--- config.mk ---
export PLATFORM = sky130hd
export DESIGN_NAME = rgb2gray_ctrl
export DESIGN_NICKNAME = d
export VERILOG_FILES = /design/src/rtl/rgb2gray_pkg.sv /design/src/rtl/rgb2gray_pix_cnt.sv /design/src/rtl/rgb2gray_ctrl.sv
export SDC_FILE = /design/constraint.sdc
export NUM_CORES = 1
export LEC_CHECK = 0
export BUFFER_PORTS_ARGS = -buffer_cell sky130_fd_sc_hd__buf_4
export CAP_MARGIN = 40
export CORE_UTILIZATION = 40
export CTS_CLUSTER_DIAMETER = 200
export CTS_CLUSTER_SIZE = 10
export DETAILED_ROUTE_END_ITERATION = 10
export PLACE_DENSITY = 0.68
export SLEW_MARGIN = 20
export SYNTH_ARGS = -nofsm -noshare
export SYNTH_HDL_FRONTEND = slang
export SYNTH_SLANG_ARGS = --single-unit
--- constraint.sdc ---
create_clock -name iCLK -period 2.8 [get_ports iCLK]
set_input_delay 0.42 -clock iCLK [delete_from_list [all_inputs] [get_ports iCLK]]
set_output_delay 0.42 -clock iCLK [all_outputs]
set_load 0.05 [all_outputs]
--- src/rtl/rgb2gray_pkg.sv ---
// ----------------------------------------------------------------------------
// rgb2gray_pkg
// Shared definitions for the RGB-to-gray capture controller and its converter
// bench: controller state encoding, coordinate width and default frame size.
// ----------------------------------------------------------------------------
package rgb2gray_pkg;

    // Default active frame geometry (pixels per line, lines per frame).
    localparam int unsigned H_ACTIVE_DEF = 800;
    localparam int unsigned V_ACTIVE_DEF = 480;

    // Width of the X/Y coordinate buses handed to the converter.
    localparam int unsigned COORD_W = 16;

    // Capture controller states.
    typedef enum logic [1:0] {
        StIdle    = 2'd0,
        StWaitSof = 2'd1,
        StActive  = 2'd2,
        StFinish  = 2'd3
    } ctrl_state_e;

endpackage

--- src/rtl/rgb2gray_pix_cnt.sv ---
// ----------------------------------------------------------------------------
// rgb2gray_pix_cnt
// X/Y pixel position counter for one frame. Tracks the coordinate the next
// valid pixel will take, wraps X at the end of a line, holds at the last
// pixel of the frame and flags any pixel that arrives after the frame is full.
//
// Ports
//   i_clk     clock, rising edge
//   i_rst_n   asynchronous active-low reset
//   i_clr     start of frame: restart at (0,0) and clear full/overflow; may be
//             combined with i_inc in the same cycle
//   i_inc     a valid pixel is offered this cycle
//   o_accept  the offered pixel lies inside the frame and should be forwarded
//   o_x, o_y  coordinate assigned to the offered pixel
//   o_full    every pixel of the frame has been counted
//   o_ovf     at least one pixel arrived after the frame was full
// ----------------------------------------------------------------------------
module rgb2gray_pix_cnt
    import rgb2gray_pkg::*;
#(
    parameter int unsigned H_ACTIVE = H_ACTIVE_DEF,
    parameter int unsigned V_ACTIVE = V_ACTIVE_DEF
) (
    input  logic               i_clk,
    input  logic               i_rst_n,
    input  logic               i_clr,
    input  logic               i_inc,
    output logic               o_accept,
    output logic [COORD_W-1:0] o_x,
    output logic [COORD_W-1:0] o_y,
    output logic               o_full,
    output logic               o_ovf
);

    localparam logic [COORD_W-1:0] X_LAST = COORD_W'(H_ACTIVE - 1);
    localparam logic [COORD_W-1:0] Y_LAST = COORD_W'(V_ACTIVE - 1);

    logic [COORD_W-1:0] r_x;
    logic [COORD_W-1:0] r_y;
    logic               r_full;
    logic               r_ovf;

    // Starting point for this cycle: a start-of-frame clear takes effect
    // immediately so a pixel arriving together with the clear gets (0,0).
    logic [COORD_W-1:0] w_x_base;
    logic [COORD_W-1:0] w_y_base;
    logic               w_full_base;
    logic               w_ovf_base;

    logic [COORD_W-1:0] w_x_nxt;
    logic [COORD_W-1:0] w_y_nxt;
    logic               w_full_nxt;
    logic               w_ovf_nxt;

    always_comb begin
        w_x_base    = i_clr ? '0 : r_x;
        w_y_base    = i_clr ? '0 : r_y;
        w_full_base = i_clr ? 1'b0 : r_full;
        w_ovf_base  = i_clr ? 1'b0 : r_ovf;
    end

    always_comb begin
        w_x_nxt    = w_x_base;
        w_y_nxt    = w_y_base;
        w_full_nxt = w_full_base;
        w_ovf_nxt  = w_ovf_base;
        if (i_inc) begin
            if (w_full_base) begin
                // Frame already complete: pixel is dropped, position held.
                w_ovf_nxt = 1'b1;
            end else if (w_x_base == X_LAST) begin
                if (w_y_base == Y_LAST) begin
                    // Last pixel of the frame: hold at (X_LAST, Y_LAST).
                    w_full_nxt = 1'b1;
                end else begin
                    w_x_nxt = '0;
                    w_y_nxt = w_y_base + COORD_W'(1);
                end
            end else begin
                w_x_nxt = w_x_base + COORD_W'(1);
            end
        end
    end

    always_ff @(posedge i_clk or negedge i_rst_n) begin
        if (!i_rst_n) begin
            r_x    <= '0;
            r_y    <= '0;
            r_full <= 1'b0;
            r_ovf  <= 1'b0;
        end else begin
            r_x    <= w_x_nxt;
            r_y    <= w_y_nxt;
            r_full <= w_full_nxt;
            r_ovf  <= w_ovf_nxt;
        end
    end

    assign o_accept = i_inc & ~w_full_base;
    assign o_x      = w_x_base;
    assign o_y      = w_y_base;
    assign o_full   = r_full;
    assign o_ovf    = r_ovf;

endmodule

--- src/rtl/rgb2gray_ctrl.sv ---
// ----------------------------------------------------------------------------
// rgb2gray_ctrl
// Capture controller placed between a camera pixel stream and the RGB2GRAY
// converter. After a start request it waits for the next frame-valid rising
// edge, forwards valid pixels with registered X/Y coordinates, checks that the
// frame holds exactly H_ACTIVE*V_ACTIVE pixels and counts completed frames.
// Single-frame or continuous capture; continuous capture ends at the frame
// boundary following a stop request.
//
// Ports
//   iCLK        clock, rising edge
//   iReset_n    asynchronous active-low reset
//   iStart      one-cycle capture request, honoured only when idle
//   iMode       sampled with iStart: 0 single frame, 1 continuous
//   iStop       ends continuous capture at the next frame boundary
//   iFval       camera frame valid
//   iDval       camera pixel valid
//   oDval       pixel valid to converter (one cycle after iDval)
//   oX_Cont     column of the forwarded pixel
//   oY_Cont     line of the forwarded pixel
//   oBusy       high whenever not idle
//   oDone       one-cycle pulse at the end of each captured frame
//   oErr        sticky: a captured frame had the wrong pixel count
//   oFrame_Cnt  frames completed since the last accepted start
// ----------------------------------------------------------------------------
module rgb2gray_ctrl
    import rgb2gray_pkg::*;
#(
    parameter int unsigned H_ACTIVE = H_ACTIVE_DEF,
    parameter int unsigned V_ACTIVE = V_ACTIVE_DEF
) (
    input  logic               iCLK,
    input  logic               iReset_n,
    input  logic               iStart,
    input  logic               iMode,
    input  logic               iStop,
    input  logic               iFval,
    input  logic               iDval,
    output logic               oDval,
    output logic [COORD_W-1:0] oX_Cont,
    output logic [COORD_W-1:0] oY_Cont,
    output logic               oBusy,
    output logic               oDone,
    output logic               oErr,
    output logic [COORD_W-1:0] oFrame_Cnt
);

    ctrl_state_e r_state;
    logic        r_fval_d;
    logic        r_mode;
    logic        r_stop_req;

    logic               w_pix;
    logic               w_fval_rise;
    logic               w_fval_fall;
    logic               w_sof;
    logic               w_cnt_inc;
    logic               w_accept;
    logic [COORD_W-1:0] w_x;
    logic [COORD_W-1:0] w_y;
    logic               w_full;
    logic               w_ovf;

    assign w_pix       = iDval & iFval;
    assign w_fval_rise = iFval & ~r_fval_d;
    assign w_fval_fall = ~iFval & r_fval_d;

    // Start of a captured frame; a pixel on the rising-edge cycle is kept.
    assign w_sof     = (r_state == StWaitSof) & w_fval_rise;
    assign w_cnt_inc = w_pix & ((r_state == StActive) | w_sof);

    rgb2gray_pix_cnt #(
        .H_ACTIVE (H_ACTIVE),
        .V_ACTIVE (V_ACTIVE)
    ) u_pix_cnt (
        .i_clk    (iCLK),
        .i_rst_n  (iReset_n),
        .i_clr    (w_sof),
        .i_inc    (w_cnt_inc),
        .o_accept (w_accept),
        .o_x      (w_x),
        .o_y      (w_y),
        .o_full   (w_full),
        .o_ovf    (w_ovf)
    );

    always_ff @(posedge iCLK or negedge iReset_n) begin
        if (!iReset_n) begin
            r_state    <= StIdle;
            r_fval_d   <= 1'b0;
            r_mode     <= 1'b0;
            r_stop_req <= 1'b0;
            oDval      <= 1'b0;
            oX_Cont    <= '0;
            oY_Cont    <= '0;
            oBusy      <= 1'b0;
            oDone      <= 1'b0;
            oErr       <= 1'b0;
            oFrame_Cnt <= '0;
        end else begin
            r_fval_d <= iFval;
            oDone    <= 1'b0;
            oDval    <= w_accept;
            if (w_accept) begin
                oX_Cont <= w_x;
                oY_Cont <= w_y;
            end

            unique case (r_state)
                StIdle: begin
                    if (iStart) begin
                        r_state    <= StWaitSof;
                        r_mode     <= iMode;
                        r_stop_req <= 1'b0;
                        oErr       <= 1'b0;
                        oFrame_Cnt <= '0;
                        oBusy      <= 1'b1;
                    end
                end
                StWaitSof: begin
                    // Stop is remembered so a short pulse still ends capture.
                    if (iStop) begin
                        r_stop_req <= 1'b1;
                    end
                    if (w_fval_rise) begin
                        r_state <= StActive;
                    end
                end
                StActive: begin
                    if (iStop) begin
                        r_stop_req <= 1'b1;
                    end
                    if (w_fval_fall) begin
                        r_state    <= StFinish;
                        oDone      <= 1'b1;
                        oFrame_Cnt <= oFrame_Cnt + COORD_W'(1);
                        if (w_ovf || !w_full) begin
                            oErr <= 1'b1;
                        end
                    end
                end
                StFinish: begin
                    if (r_mode && !iStop && !r_stop_req) begin
                        r_state <= StWaitSof;
                    end else begin
                        r_state <= StIdle;
                        oBusy   <= 1'b0;
                    end
                end
                default: begin
                    r_state <= StIdle;
                    oBusy   <= 1'b0;
                end
            endcase
        end
    end

endmodule
==> reports/qor.csv <==
stage,metric,value,unit
outcome,status,"finished, final reports clean",
cts,cts bufs inserted,9,
synth,Synth top area share,51.6,%
floorplan,Vert. Die Dim,107,um
detailed_routing,initial DRC count,276,
worst_setup_path,r2r endpoint,u_pix_cnt.r_y[9],
synth,Synth Register Bits,91,
hold_path,worst min-delay path category,in2async,
synth,Synth Area per Inst,9.61,um^2
detailed_routing,Post-Route WL,10500,um
floorplan,die extent in x,107,um
layout,fill count,1010,
cts,cts hold-fix bufs,0,
cts,H-Tree Depth,3,
global_routing,largest net degree at the start of global routing,55,
worst_setup_path,register-to-register setup slack,0.24,ns
pwr,VDD IR max,0.626,mV
worst_setup_path,worst-case reg-to-reg path depth,11,
sta,# setup viols final,0,
detailed_routing,DR pass1 iterations,5,
worst_setup_path,Setup CP Type,reg2reg,
worst_setup_path,reg-to-reg startpoint,r_state[1],
global_routing,initial antenna violation count,0,
cts,Clock Sinks,91,
placed_design,Post-DP Area,5080,um^2
sta,Slew Limit Fails,0,
cts,CTS tree,yes,
worst_setup_path,Crit path arrival time,2.84,ns
layout,Nets,539,
placed_design,dpl ws,0.219,ns
synth,number of flops mapped to enable cells by yosys,0,
detailed_routing,Residual DRC,0,
floorplan,initial core utilization,42.0,%
synth,asr flop ratio synth,100,%
sta,"Hold Vio Cnt, Final",0,
layout,fin area,5300,um^2
global_routing,first-pass GRT wire length,17500,um
detailed_routing,DR vias,3791,
sta,Worst Clk Skew,0.00728,ns
sta,setup TNS,0,ns
synth,library cells used by synthesis,52,
global_routing,GRT Util Overall,19.4,%
placed_design,gpl congestion,0.896,
sta,Slew @ Worst Pin,0.675,ns
pwr,Pwr Density,694,nW/um^2
sta,fin crit share,91.4,%
worst_setup_path,Critical Path RT,3.08,ns
cts,CTS clock-pin slew for the worst setup and hold paths,0.09,ns
sta,min Tclk post-route,2.56,ns
synth,Syn Inst Count,459,
floorplan,Die ar.,11500,um^2
layout,Antenna Cells,0,
worst_setup_path,Setup crit start kind,flip-flop,
placed_design,I/O Buffers,58,
detailed_routing,post-DR vias/cell,5.68,
global_routing,via count of the first global-routing pass,3604,
sta,WHS,0.0162,ns
worst_setup_path,CP max FO,11,
detailed_routing,post-DR wirelength/cell,15.7,um
placed_design,Final HPWL DP,7300,um
floorplan,total core area,10500,um^2
sta,relative slew slack,54.8,%
synth,dominant cells by area after synthesis,"dfrtp_1, nand2_1, o21ai_0",
pwr,leakage,2.42,nW
synth,Yosys warning total,0,
synth,sequential area share after synthesis,51.6,%
worst_setup_path,crit end category,flip-flop,
cts,CTS root buffer,clkbuf_8,
layout,Finished Core Util,50.4,%
synth,syn_nets,472,
cts,Max Root-Sink Buffers,2,
sta,RSZ-0062 raised after global routing,no,
sta,final setup margin,0.240,ns
floorplan,Rows,37,
detailed_routing,post-route ant nets,0,
layout,Area Overhead vs Synth,20.1,%
cts,"Clk Latency, worst-skew pair",0.36,ns
job,max cap viols,0,
synth,ys flop type,dfrtp_1,
layout,layout cells sized above 1,19.8,%
synth,Synth Cell Area,4410,um^2
floorplan,I/O Pins,59,
global_routing,GRT overflow,0,
synth,"area leader, netlist",dfrtp_1,
sta,achievable frequency,391,MHz
## layer usage
metal	global-route usage (%)	up-vias	routed length (um)
met5	0	-	0
met4	7.34	0	158
met3	3.22	17	605
met2	30.4	131	4920
met1	26.9	1858	4770
li1	-	1785	-
## Yosys cell counts (2+ instances only)
cell       number
nand2b_1        5
a21oi_1        23
nand3_1        16
xor2_1          9
nand4_1        13
and3b_1         2
o21ai_1         3
o211a_1         2
or4_1           5
and3_1          8
inv_1          13
nor4_1          3
nor2_1         22
mux2_2          3
nor3_1         15
buf_1           3
nor2b_1         3
o2111ai_1       2
clkbuf_1       15
a31oi_1         6
nor4bb_1        2
o22ai_1         2
xnor2_1         8
and2_1          6
a41oi_1         2
or3_1           8
a22o_1         10
mux2i_1         5
nand4bb_1       2
o31ai_1         5
and4_1          7
nand2_1        78
o21ai_0        36
o211ai_1        4
dfrtp_1        91
ha_1            6
## area by class of cell
class,instances,area (um^2),share of cell area [%]
sequential,91,2280,43.0
multi-input combinational,336,2020,38.2
timing repair buffer,75,576,10.9
tap,136,170,3.21
clock buffer,9,124,2.34
clock inverter,7,76.3,1.44
inverter,13,48.8,0.921
## worst max-delay path by stage
stage	end	slack, ns	cells past startpoint	startpoint
2_1_floorplan	u_pix_cnt.r_y[9]	0.03	13	r_state[1]
3_3_place_gp	u_pix_cnt.r_y[14]	0.34	12	r_state[1]
3_5_place_dp	u_pix_cnt.r_y[14]	0.22	12	r_state[1]
4_1_cts	u_pix_cnt.r_y[9]	0.20	11	r_state[1]
5_1_grt	u_pix_cnt.r_y[14]	0.04	12	r_state[1]
6_report	u_pix_cnt.r_y[9]	0.24	11	r_state[1]
## kinds of logic (layout without fill, tap and decap cells)
| logic type | count (synthesis) | in the layout | synth area share, % |
|---|---|---|---|
| AND/OR/NAND/NOR | 203 | 203 | 23.9 |
| adder cells (fa/ha/maj) | 6 | 6 | 1.70 |
| multiplexers | 8 | 8 | 1.90 |
| XOR/XNOR | 17 | 17 | 3.38 |
| buffers and inverters | 32 | 104 | 2.89 |
| AO/OA/AOI/OAI | 102 | 102 | 14.6 |
| flip-flops | 91 | 91 | 51.6 |
## metrics by stage
step	std cells	total power, mW
2_1_floorplan	459	2.38
3_3_place_gp	649	2.74
3_5_place_dp	649	2.77
4_1_cts	665	3.69
5_1_grt	667	3.89
6_report	667	3.68
## report_power, final
group / leakage [nW] / switching [mW] / internal [mW] / total, mW
logic: 1.08 / 0.755 / 0.379 / 1.13
clock network: 0.0962 / 0.496 / 0.419 / 0.915
registers: 1.24 / 0.160 / 1.47 / 1.63
## sequential cells by signal (all words and copies together), names as in the netlist, 2 cells and up
signal / flops
oFrame_Cnt: 16
oX_Cont: 16
oY_Cont: 16
u_pix_cnt.r_x: 16
u_pix_cnt.r_y: 16
r_state: 2
## worst max-delay path, cell delays in order (launching register included)
cell and delay (ns):
dfrtp_1 0.41, inv_1 0.08, ha_2 0.21, nand3b_1 0.15
nand2_1 0.13, inv_1 0.08, ha_2 0.21, nand4_1 0.15
nor2_2 0.23, o211ai_4 0.16, or4_1 0.50, a21oi_1 0.17
## layout by cell type, fill, tap and decap left out, types with 8 or more instances in the layout
master / n
a21oi_1: 23
a22o_1: 10
and3_1: 8
buf_4: 74
clkbuf_8: 9
dfrtp_1: 91
inv_1: 13
nand2_1: 78
nand3_1: 16
nand4_1: 13
nor2_1: 21
nor3_1: 15
o21ai_0: 35
or3_1: 8
xnor2_1: 8
xor2_1: 9
## timing repair
action                                  CTS  global route
endpoints found under the setup margin    0             4
gates resized for setup                   0             2
setup buffers                             0             2
(Power assumes the default switching activity.)
